### config.mk
export PLATFORM = sky130hd
export DESIGN_NAME = enigma_key_sequencer_flat
export DESIGN_NICKNAME = d
export VERILOG_FILES = /design/src/rtl/enigma_pkg.sv /design/src/rtl/enigma_key_sequencer_if.sv /design/src/rtl/enigma_out_reg.sv /design/src/rtl/enigma_key_sequencer.sv /design/src/flat_wrapper.sv
export SDC_FILE = /design/constraint.sdc
export NUM_CORES = 1
export LEC_CHECK = 0
export ABC_AREA = 1
export ABC_CLOCK_PERIOD_IN_PS = 2300
export BUFFER_PORTS_ARGS = -buffer_cell sky130_fd_sc_hd__buf_2
export CAP_MARGIN = 20
export CORE_MARGIN = 1
export CORE_UTILIZATION = 43
export DETAILED_ROUTE_END_ITERATION = 6
export HOLD_SLACK_MARGIN = 0.08
export PLACE_DENSITY = 0.71
export SLEW_MARGIN = 20
export SYNTH_ARGS = -nofsm -noshare
export SYNTH_HDL_FRONTEND = slang
export SYNTH_SLANG_ARGS = --single-unit
export TNS_END_PERCENT = 100
### constraint.sdc
create_clock -name clk -period 2.3 [get_ports clk]
set_input_delay 0.46 -clock clk [delete_from_list [all_inputs] [get_ports clk]]
set_output_delay 0.46 -clock clk [all_outputs]
set_load 0.02 [all_outputs]
### src/rtl/enigma_pkg.sv
// Shared constants, FSM state type and the letter test for the Enigma
// key sequencer and its output register.
package enigma_pkg;

  localparam int unsigned CHAR_W    = 8;
  localparam int unsigned SETTING_W = 2;
  localparam int unsigned COUNT_W   = 16;

  localparam logic [CHAR_W-1:0] ASCII_A = 8'h41;
  localparam logic [CHAR_W-1:0] ASCII_Z = 8'h5A;

  typedef enum logic {
    LOCKED = 1'b0,
    RUN    = 1'b1
  } state_e;

  // Only upper-case letters go through the cipher core and consume a key digit.
  function automatic logic is_letter(input logic [CHAR_W-1:0] c);
    return (c >= ASCII_A) && (c <= ASCII_Z);
  endfunction

endpackage

### src/rtl/enigma_key_sequencer_if.sv
// Character stream in / out handshakes of the Enigma key sequencer.
interface enigma_key_sequencer_if;
  import enigma_pkg::*;

  logic              in_valid;
  logic              in_ready;
  logic [CHAR_W:1]   in_char;
  logic              out_valid;
  logic              out_ready;
  logic [CHAR_W:1]   out_char;

  modport slave (
    input  in_valid, in_char, out_ready,
    output in_ready, out_valid, out_char
  );

  modport master (
    output in_valid, in_char, out_ready,
    input  in_ready, out_valid, out_char
  );

endinterface

### src/rtl/enigma_out_reg.sv
// One-entry valid/ready output register; data holds while valid && !ready.
module enigma_out_reg
  import enigma_pkg::*;
(
  input  logic            clk,
  input  logic            rst,
  input  logic            load,
  input  logic [CHAR_W:1] load_char,
  input  logic            out_ready,
  output logic            out_valid,
  output logic [CHAR_W:1] out_char
);

  logic            valid_q, valid_d;
  logic [CHAR_W:1] char_q,  char_d;

  // A load wins over a drain so a simultaneous drain+accept stays valid.
  always_comb begin
    valid_d = valid_q;
    char_d  = char_q;
    if (load) begin
      valid_d = 1'b1;
      char_d  = load_char;
    end else if (out_ready) begin
      valid_d = 1'b0;
    end
  end

  always_ff @(posedge clk or posedge rst) begin
    if (rst) begin
      valid_q <= 1'b0;
      char_q  <= '0;
    end else begin
      valid_q <= valid_d;
      char_q  <= char_d;
    end
  end

  assign out_valid = valid_q;
  assign out_char  = char_q;

endmodule

### src/rtl/enigma_key_sequencer.sv
// Feeds characters to the cipher core with the current key digit, stepping
// one digit per letter, and registers the result for the downstream stage.
module enigma_key_sequencer
  import enigma_pkg::*;
#(
  parameter int unsigned KEY_LEN = 4,
  parameter int unsigned PTR_W   = (KEY_LEN > 1) ? $clog2(KEY_LEN) : 1
) (
  input  logic                      clk,
  input  logic                      rst,
  input  logic                      key_load,
  input  logic [2*KEY_LEN-1:0]      key_in,
  input  logic                      restart,
  enigma_key_sequencer_if.slave     io,
  output logic [CHAR_W:1]           core_char,
  output logic [SETTING_W-1:0]      core_setting,
  input  logic [CHAR_W:1]           core_result,
  output logic [COUNT_W-1:0]        letter_count
);

  state_e                                  state_q, state_d;
  logic [KEY_LEN-1:0][SETTING_W-1:0]       key_q,   key_d;
  logic [PTR_W-1:0]                        ptr_q,   ptr_d;
  logic [COUNT_W-1:0]                      cnt_q,   cnt_d;

  logic            out_valid_w;
  logic [CHAR_W:1] out_char_w;
  logic            in_ready_c;
  logic            accept_c;
  logic            letter_c;
  logic [CHAR_W:1] next_char_c;

  // Key control cycles block input so the first character after them sees digit 0.
  assign in_ready_c  = (state_q == RUN) && !key_load && !restart &&
                       (!out_valid_w || io.out_ready);
  assign accept_c    = io.in_valid && in_ready_c;
  assign letter_c    = is_letter(io.in_char);
  assign next_char_c = letter_c ? core_result : io.in_char;

  always_comb begin
    state_d = state_q;
    key_d   = key_q;
    ptr_d   = ptr_q;
    cnt_d   = cnt_q;
    if (key_load) begin
      state_d = RUN;
      key_d   = key_in;
      ptr_d   = '0;
      cnt_d   = '0;
    end else if (restart) begin
      ptr_d   = '0;
    end else if (accept_c && letter_c) begin
      ptr_d = (ptr_q == PTR_W'(KEY_LEN - 1)) ? '0 : ptr_q + PTR_W'(1);
      if (cnt_q != '1) begin
        cnt_d = cnt_q + COUNT_W'(1);
      end
    end
  end

  always_ff @(posedge clk or posedge rst) begin
    if (rst) begin
      state_q <= LOCKED;
      key_q   <= '0;
      ptr_q   <= '0;
      cnt_q   <= '0;
    end else begin
      state_q <= state_d;
      key_q   <= key_d;
      ptr_q   <= ptr_d;
      cnt_q   <= cnt_d;
    end
  end

  enigma_out_reg u_out_reg (
    .clk       (clk),
    .rst       (rst),
    .load      (accept_c),
    .load_char (next_char_c),
    .out_ready (io.out_ready),
    .out_valid (out_valid_w),
    .out_char  (out_char_w)
  );

  assign io.in_ready    = in_ready_c;
  assign io.out_valid   = out_valid_w;
  assign io.out_char    = out_char_w;
  assign core_char      = io.in_char;
  assign core_setting   = key_q[ptr_q];
  assign letter_count   = cnt_q;

endmodule
### src/flat_wrapper.sv
// flat-port wrapper written by rule: the top's interface ports become plain ports
module enigma_key_sequencer_flat import enigma_pkg::*;
#(
  parameter int unsigned KEY_LEN = 4,
  parameter int unsigned PTR_W   = (KEY_LEN > 1) ? $clog2(KEY_LEN) : 1
)
  (clk, rst, key_load, key_in, restart, core_char, core_setting, core_result, letter_count, io_in_valid, io_in_char, io_out_ready, io_in_ready, io_out_valid, io_out_char);
  enigma_key_sequencer_if io_i ();
  input  logic clk;
  input  logic rst;
  input  logic key_load;
  input  logic [2*KEY_LEN-1:0] key_in;
  input  logic restart;
  output logic [CHAR_W:1] core_char;
  output logic [SETTING_W-1:0] core_setting;
  input  logic [CHAR_W:1] core_result;
  output logic [COUNT_W-1:0] letter_count;
  input wire logic [$bits(io_i.in_valid)-1:0] io_in_valid;
  input wire logic [$bits(io_i.in_char)-1:0] io_in_char;
  input wire logic [$bits(io_i.out_ready)-1:0] io_out_ready;
  output wire logic [$bits(io_i.in_ready)-1:0] io_in_ready;
  output wire logic [$bits(io_i.out_valid)-1:0] io_out_valid;
  output wire logic [$bits(io_i.out_char)-1:0] io_out_char;
  assign io_i.in_valid = io_in_valid;
  assign io_i.in_char = io_in_char;
  assign io_i.out_ready = io_out_ready;
  assign io_in_ready = io_i.in_ready;
  assign io_out_valid = io_i.out_valid;
  assign io_out_char = io_i.out_char;
  enigma_key_sequencer #(.KEY_LEN(KEY_LEN), .PTR_W(PTR_W)) u_core (.clk(clk), .rst(rst), .key_load(key_load), .key_in(key_in), .restart(restart), .io(io_i), .core_char(core_char), .core_setting(core_setting), .core_result(core_result), .letter_count(letter_count));
endmodule
==> results of run 1 <==
-- synth_stat cells (all sizes together) (2+ instances only) --
library cell  instances
nand2               111
dfrtp                36
nor2                 34
inv                  31
nand4                22
nand3                18
buf                  12
a21oi                 8
o21ai                 7
xor2                  6
clkbuf                4
nor3                  3
ha                    2
o22ai                 2
-- worst min-delay path: stages --
cell and delay, ns:
buf_2 0.09, inv_1 0.04, buf_4 0.40
-- registers in the layout (all words and copies together) (netlist names) --
signal and cells:
u_core.key_q 8, u_core.u_out_reg.out_valid 1, u_core.state_q 1, u_core.u_out_reg.out_char 8
u_core.letter_count 16, u_core.ptr_q 2
-- worst paths after layout --
| check | start | endpoint | slack, ns | depth (start not counted) |
|---|---|---|---|---|
| min in group clk | key_in[3] | u_core.key_q[3] | 0.36 | 3 |
| max in group asynchronous | rst | u_core.letter_count[9] | 1.71 | 3 |
| worst max register to register | u_core.letter_count[0] | u_core.letter_count[14] | 0.42 | 7 |
| worst max-delay path | u_core.letter_count[0] | u_core.letter_count[14] | 0.42 | 7 |
| worst min register to register | u_core.key_q[4] | u_core.key_q[4] | 0.47 | 2 |
| worst min-delay path | rst | u_core.u_out_reg.out_char[7] | 0.26 | 3 |
-- per-stage QoR --
stage                     worst slack [ns]  utilization (%)  cells  cell area (µm²)
after floorplan                      0.595                -    300             2190
after global placement               0.420             52.3    420             2520
after detailed placement             0.415             52.3    420             2520
after CTS                            0.393             54.9    428             2650
after global routing                 0.186             54.9    428             2650
final                                0.417             54.9    428             2650
-- cell type report --
type                            instances  area, µm²
Tap cell                               67       83.8
Clock inverter                          1       30.0
Fill cell                             508       2170
Sequential cell                        36        901
Clock buffer                            7       96.3
Inverter                               32        121
Timing Repair Buffer                   69        355
Multi-Input combinational cell        216       1060
-- routing by layer --
layer  track usage (%)  vias to the layer above  part of all wire [%]
met5                 0                        -                     0
met1              26.0                      897                    48
met3              4.12                        7                   4.2
met4              7.05                        0                   1.5
met2              30.7                       47                    46
li1                  -                     1075                     -
-- logic make-up (layout without fill, tap and decap cells) --
logic type / count (synthesis) / after routing
DFF: 36 / 36
xor gates and xnor gates: 6 / 6
AOI/OAI and AO/OA: 18 / 18
adders and majority gates: 2 / 2
and+or+nand+nor: 190 / 190
buffers and inverters: 48 / 109
-- power breakdown --
| group | internal (W) | switching [W] |
|---|---|---|
| logic | 0.0000849 | 0.000156 |
| clock network | 0.000383 | 0.000231 |
| registers | 0.000680 | 0.0000262 |
==> results.cfg, run 1 <==
[synthesis]
synth_top_area_share_pct = 41.1
synthesis.area_um2 = 2190
yosys.area.top_type = dfrtp_1
synthMuxAreaShare_pct = 0
synth_edf_count = 0
synth-xor-area-share_pct = 2.40
synth_top_family_by_area = simple AND/OR/NAND/NOR gates
synth_area_per_cell_um2 = 7.30
synth_compound_area_share_pct = 4.85
yosysSeqAreaShare_pct = 41.1
synthAdderAreaFrac_pct = 1.14
async_reset_ff_share_pct = 100
ys_ff_latch = 36
yosys_warnings = 0
yosysUniqueCellTypes = 30
synth_nets = 332
synth_ff_type = dfrtp_1
postSynthCellCount = 300
synth_simple_gate_area_share_pct = 39.9
synthTopCellsByArea = dfrtp_1, nand2_1, nand4_1

[routing]
wl_mm = 4.64
drcViolationCount = 0
postRouteAntennaNets = 0
via_per_inst = 4.73
vias = 2026
wl_per_cell_um = 10.8
first_pass_iters = 4
first_iter_violations = 109

[floorplanning]
rows = 25
core-area_um2 = 4820
die_area_um2 = 5380
fp.dieH_um = 73.4
initial_utilization_pct = 45.5
io_pins = 66
die_w_um = 73.4

[sta]
hold_ws_ns = 0.262
fin_skew_ns = 0.0102
tns_ns = 0
hold_viol_final = 0
slew_viol_final = 0
max_clock_freq_ghz = 0.531
slew_headroom_pct = 69.5
period_share_pct = 81.9
fin_crit_ns = 1.88
tightest_slew_ns = 0.458
setup_violations = 0
rsz0062_at_grt = false

[final_layout]
nets = 392
area_growth_pct = 20.8
diodes = 0
drive_gt1_share_pct = 24.9
layout_common_cells = nand2_1, buf_2, dfrtp_1
layout_commonest_cell = nand2_1

[outcome]
status = finished, final reports clean

[min_path]
hold_path_class = in2async

[clock_network]
clkLatencyLatePin_ns = 0.29
hold_buffers = 0
clock_tree.buffer_depth = 2
cts_tree = built
post_cts_buffers = 0
cts_resized = 0
h-tree-depth = 2
path_clk_slew_ns = 0.08
cts.sinks = 36
cts-root-buf = clkbuf_8
cts_made_buffers = 5

[grt]
antenna_found_initial = 0
grt_max_degree = 37
track_usage_pct = 19.3
grt_pass1_vias = 1768
grt_first_pass_wirelength_mm = 7.87
overflow = 0

[critical_path]
critical-path-max-stage-delay_ns = 0.45
required_ns = 2.54
path_buf_inv = 1
crit_type = reg2reg
cp_top_family = simple AND/OR/NAND/NOR gates
arrival_ns = 2.12
crit_top_cell = nand2_1
cp_slowest_cell = a21oi_4
crit_chain = ha_1 > nand3_1 > inv_2 > nand4_4 > a21oi_4 > nand2_1 > nand2_1
crit_path_max_fanout = 16
endpoint_kind = flip-flop
start_kind = flip-flop

[pwr]
p_per_area_nw_per_um2 = 590
ir_worst_vdd_v = 0.000284
finalPower_w = 0.00156
leakagePower_nw = 1.54

[place]
portBuffers = 65
finalWeightedCongestion = 0.793
hpwl_mm = 3.44

[job]
cap_viol_max_count = 0
Power figures use the tool's default switching activity.
==> run 2: changes to the inputs <==
--- a/config.mk
+++ b/config.mk
@@ -6,7 +6,7 @@
 export NUM_CORES = 1
 export LEC_CHECK = 0
 export ABC_AREA = 1
-export ABC_CLOCK_PERIOD_IN_PS = 2300
+export ABC_CLOCK_PERIOD_IN_PS = 2000
 export BUFFER_PORTS_ARGS = -buffer_cell sky130_fd_sc_hd__buf_2
 export CAP_MARGIN = 20
 export CORE_MARGIN = 1
==> constraint.sdc (replaced) <==
create_clock -name clk -period 2 [get_ports clk]
set_input_delay 0.4 -clock clk [delete_from_list [all_inputs] [get_ports clk]]
set_output_delay 0.4 -clock clk [all_outputs]
set_load 0.02 [all_outputs]
==> run 2 against run 1 <==
- design area grew 2.6%
- critical path depth grew 1
- clock skew shrank 0.0071 ns
- global-route usage grew 0.70 points
- sequential power grew 15%
- critical endpoint unchanged
- wire length grew 5.7%
- highest routed layer unchanged
- count of clock-buffer cells in the layout shrank 2
- via count grew 2.2%
- critical path type unchanged
==> results.cfg, run 2 (synthesis results as in run 1) <==
[pwr]
comb_power_share_pct = 14.2
switchingPower_w = 0.000482
clockPowerShare_pct = 45.0
seqPwrFrac_pct = 40.8
leakagePower_nw = 1.57
intPower_w = 0.00151
finalPower_w = 0.00199
ir_worst_vdd_v = 0.000386
switching_share_pct = 24.2
p_per_area_nw_per_um2 = 733

[final_layout]
fillers = 496
largest_reg_flops = 16
diodes = 0
area_growth_pct = 23.9
drive_gt1_share_pct = 25.5
layout_common_cells = nand2_1, buf_2, dfrtp_1
nets = 395
final_util_pct = 56.3
layout_commonest_cell = nand2_1

[place]
portBuffers = 65
finalWeightedCongestion = 0.849
hpwl_mm = 3.63
dp_slack_ns = 0.238

[grt]
track_usage_pct = 20.0
antenna_found_initial = 0
grt_first_pass_wirelength_mm = 8.29
grt_max_degree = 37
overflow = 0
grt_pass1_vias = 1882

[clock_network]
path_clk_slew_ns = 0.07
cts_tree = built
cts_made_buffers = 5
h-tree-depth = 2
cts-root-buf = clkbuf_8
cts.sinks = 36
post_cts_buffers = 0
clock_tree.buffer_depth = 2
clkLatencyLatePin_ns = 0.29
cts_resized = 0
hold_buffers = 0

[sta]
hold_ws_ns = 0.200
max_clock_freq_ghz = 0.587
setup_violations = 0
period_share_pct = 85.2
hold_viol_final = 0
rsz0062_at_grt = false
slew_viol_final = 0
fin_crit_ns = 1.70
slew_headroom_pct = 69.1
layout_setup_ws_ns = 0.295
tightest_slew_ns = 0.463
tns_ns = 0
fin_skew_ns = 0.00307

[floorplanning]
rows = 25
die_area_um2 = 5380
io_pins = 66
die_w_um = 73.4
fp.dieH_um = 73.4
initial_utilization_pct = 45.5
core-area_um2 = 4820

[critical_path]
endpoint_kind = flip-flop
regToRegSetupSlack_ns = 0.30
crit_chain = ha_1 > nand3_1 > inv_2 > nand4_4 > a21oi_4 > buf_12 > nand2_1 > nand2_1
cp_top_family = simple AND/OR/NAND/NOR gates
critical-path-max-stage-delay_ns = 0.41
cp_slowest_cell = dfrtp_1
crit_type = reg2reg
rr_startpoint = u_core.letter_count[0]
crit_top_cell = nand2_1
start_kind = flip-flop
worstRegToRegCells = 8
path_buf_inv = 2
required_ns = 2.23
worstReg2RegEnd = u_core.letter_count[14]
crit_path_max_fanout = 16
arrival_ns = 1.94

[routing]
drcViolationCount = 0
first_iter_violations = 127
first_pass_iters = 4
wl_per_cell_um = 11.4
via_per_inst = 4.81
wl_mm = 4.90
postRouteAntennaNets = 0
vias = 2071

[outcome]
status = finished, final reports clean

[job]
cap_viol_max_count = 0

[min_path]
hold_path_class = in2async
[run 2: worst register-to-register path, delay by kind of cell (launching register included)]
kind / cells / cell delay (ns)
compound gates: 1 / 0.21
flops: 1 / 0.41
buf+inv: 2 / 0.32
fa+ha+maj: 1 / 0.24
simple gates: 4 / 0.47
[run 2: worst max path at each step]
| stage | cells after the start | start | slack (ns) | end |
|---|---|---|---|---|
| floorplan | 8 | u_core.letter_count[0] | 0.30 | u_core.letter_count[3] |
| global placement | 8 | io_in_char[5] | 0.28 | u_core.letter_count[15] |
| detailed placement | 8 | io_in_char[5] | 0.24 | u_core.letter_count[13] |
| CTS | 8 | u_core.letter_count[0] | 0.28 | u_core.letter_count[14] |
| global route | 8 | u_core.letter_count[0] | 0.18 | u_core.letter_count[2] |
| finish | 8 | u_core.letter_count[0] | 0.30 | u_core.letter_count[14] |
[run 2: cell type report]
class	instances	area, µm²	area share [%]
well taps	67	83.8	3.09
clock buffers	5	68.8	2.54
flip-flops and latches	36	901	33.2
repair buffers	72	390	14.4
inverters	32	121	4.47
multi-input cells	216	1060	39.0
clock inverters	3	90.1	3.32
[run 2: power by group through the flow]
| stage | registers, W | logic (W) | clock network, W |
|---|---|---|---|
| final | 0.000813 | 0.000282 | 0.000895 |
| after detailed placement | 0.000825 | 0.000287 | 0 |
| after floorplan | 0.000870 | 0.000136 | 0 |
| after CTS | 0.000813 | 0.000287 | 0.000920 |
| after global placement | 0.000825 | 0.000281 | 0 |
| after global routing | 0.000820 | 0.000314 | 0.000948 |
[run 2: metal layers]
metal | GRT usage, % | vias up | share of wire [%]
met5 | 0 | - | 0
met2 | 32.8 | 48 | 48
met1 | 26.2 | 939 | 47
met4 | 6.62 | 0 | 1.1
li1 | - | 1077 | -
met3 | 4.39 | 7 | 4.8
[run 2: metrics by stage]
| step | cell area (µm²) | std cells |
|---|---|---|
| 4_1_cts | 2710 | 431 |
| 6_report | 2710 | 431 |
| 5_1_grt | 2710 | 431 |
| 3_5_place_dp | 2550 | 423 |
| 2_1_floorplan | 2190 | 300 |
| 3_3_place_gp | 2550 | 423 |
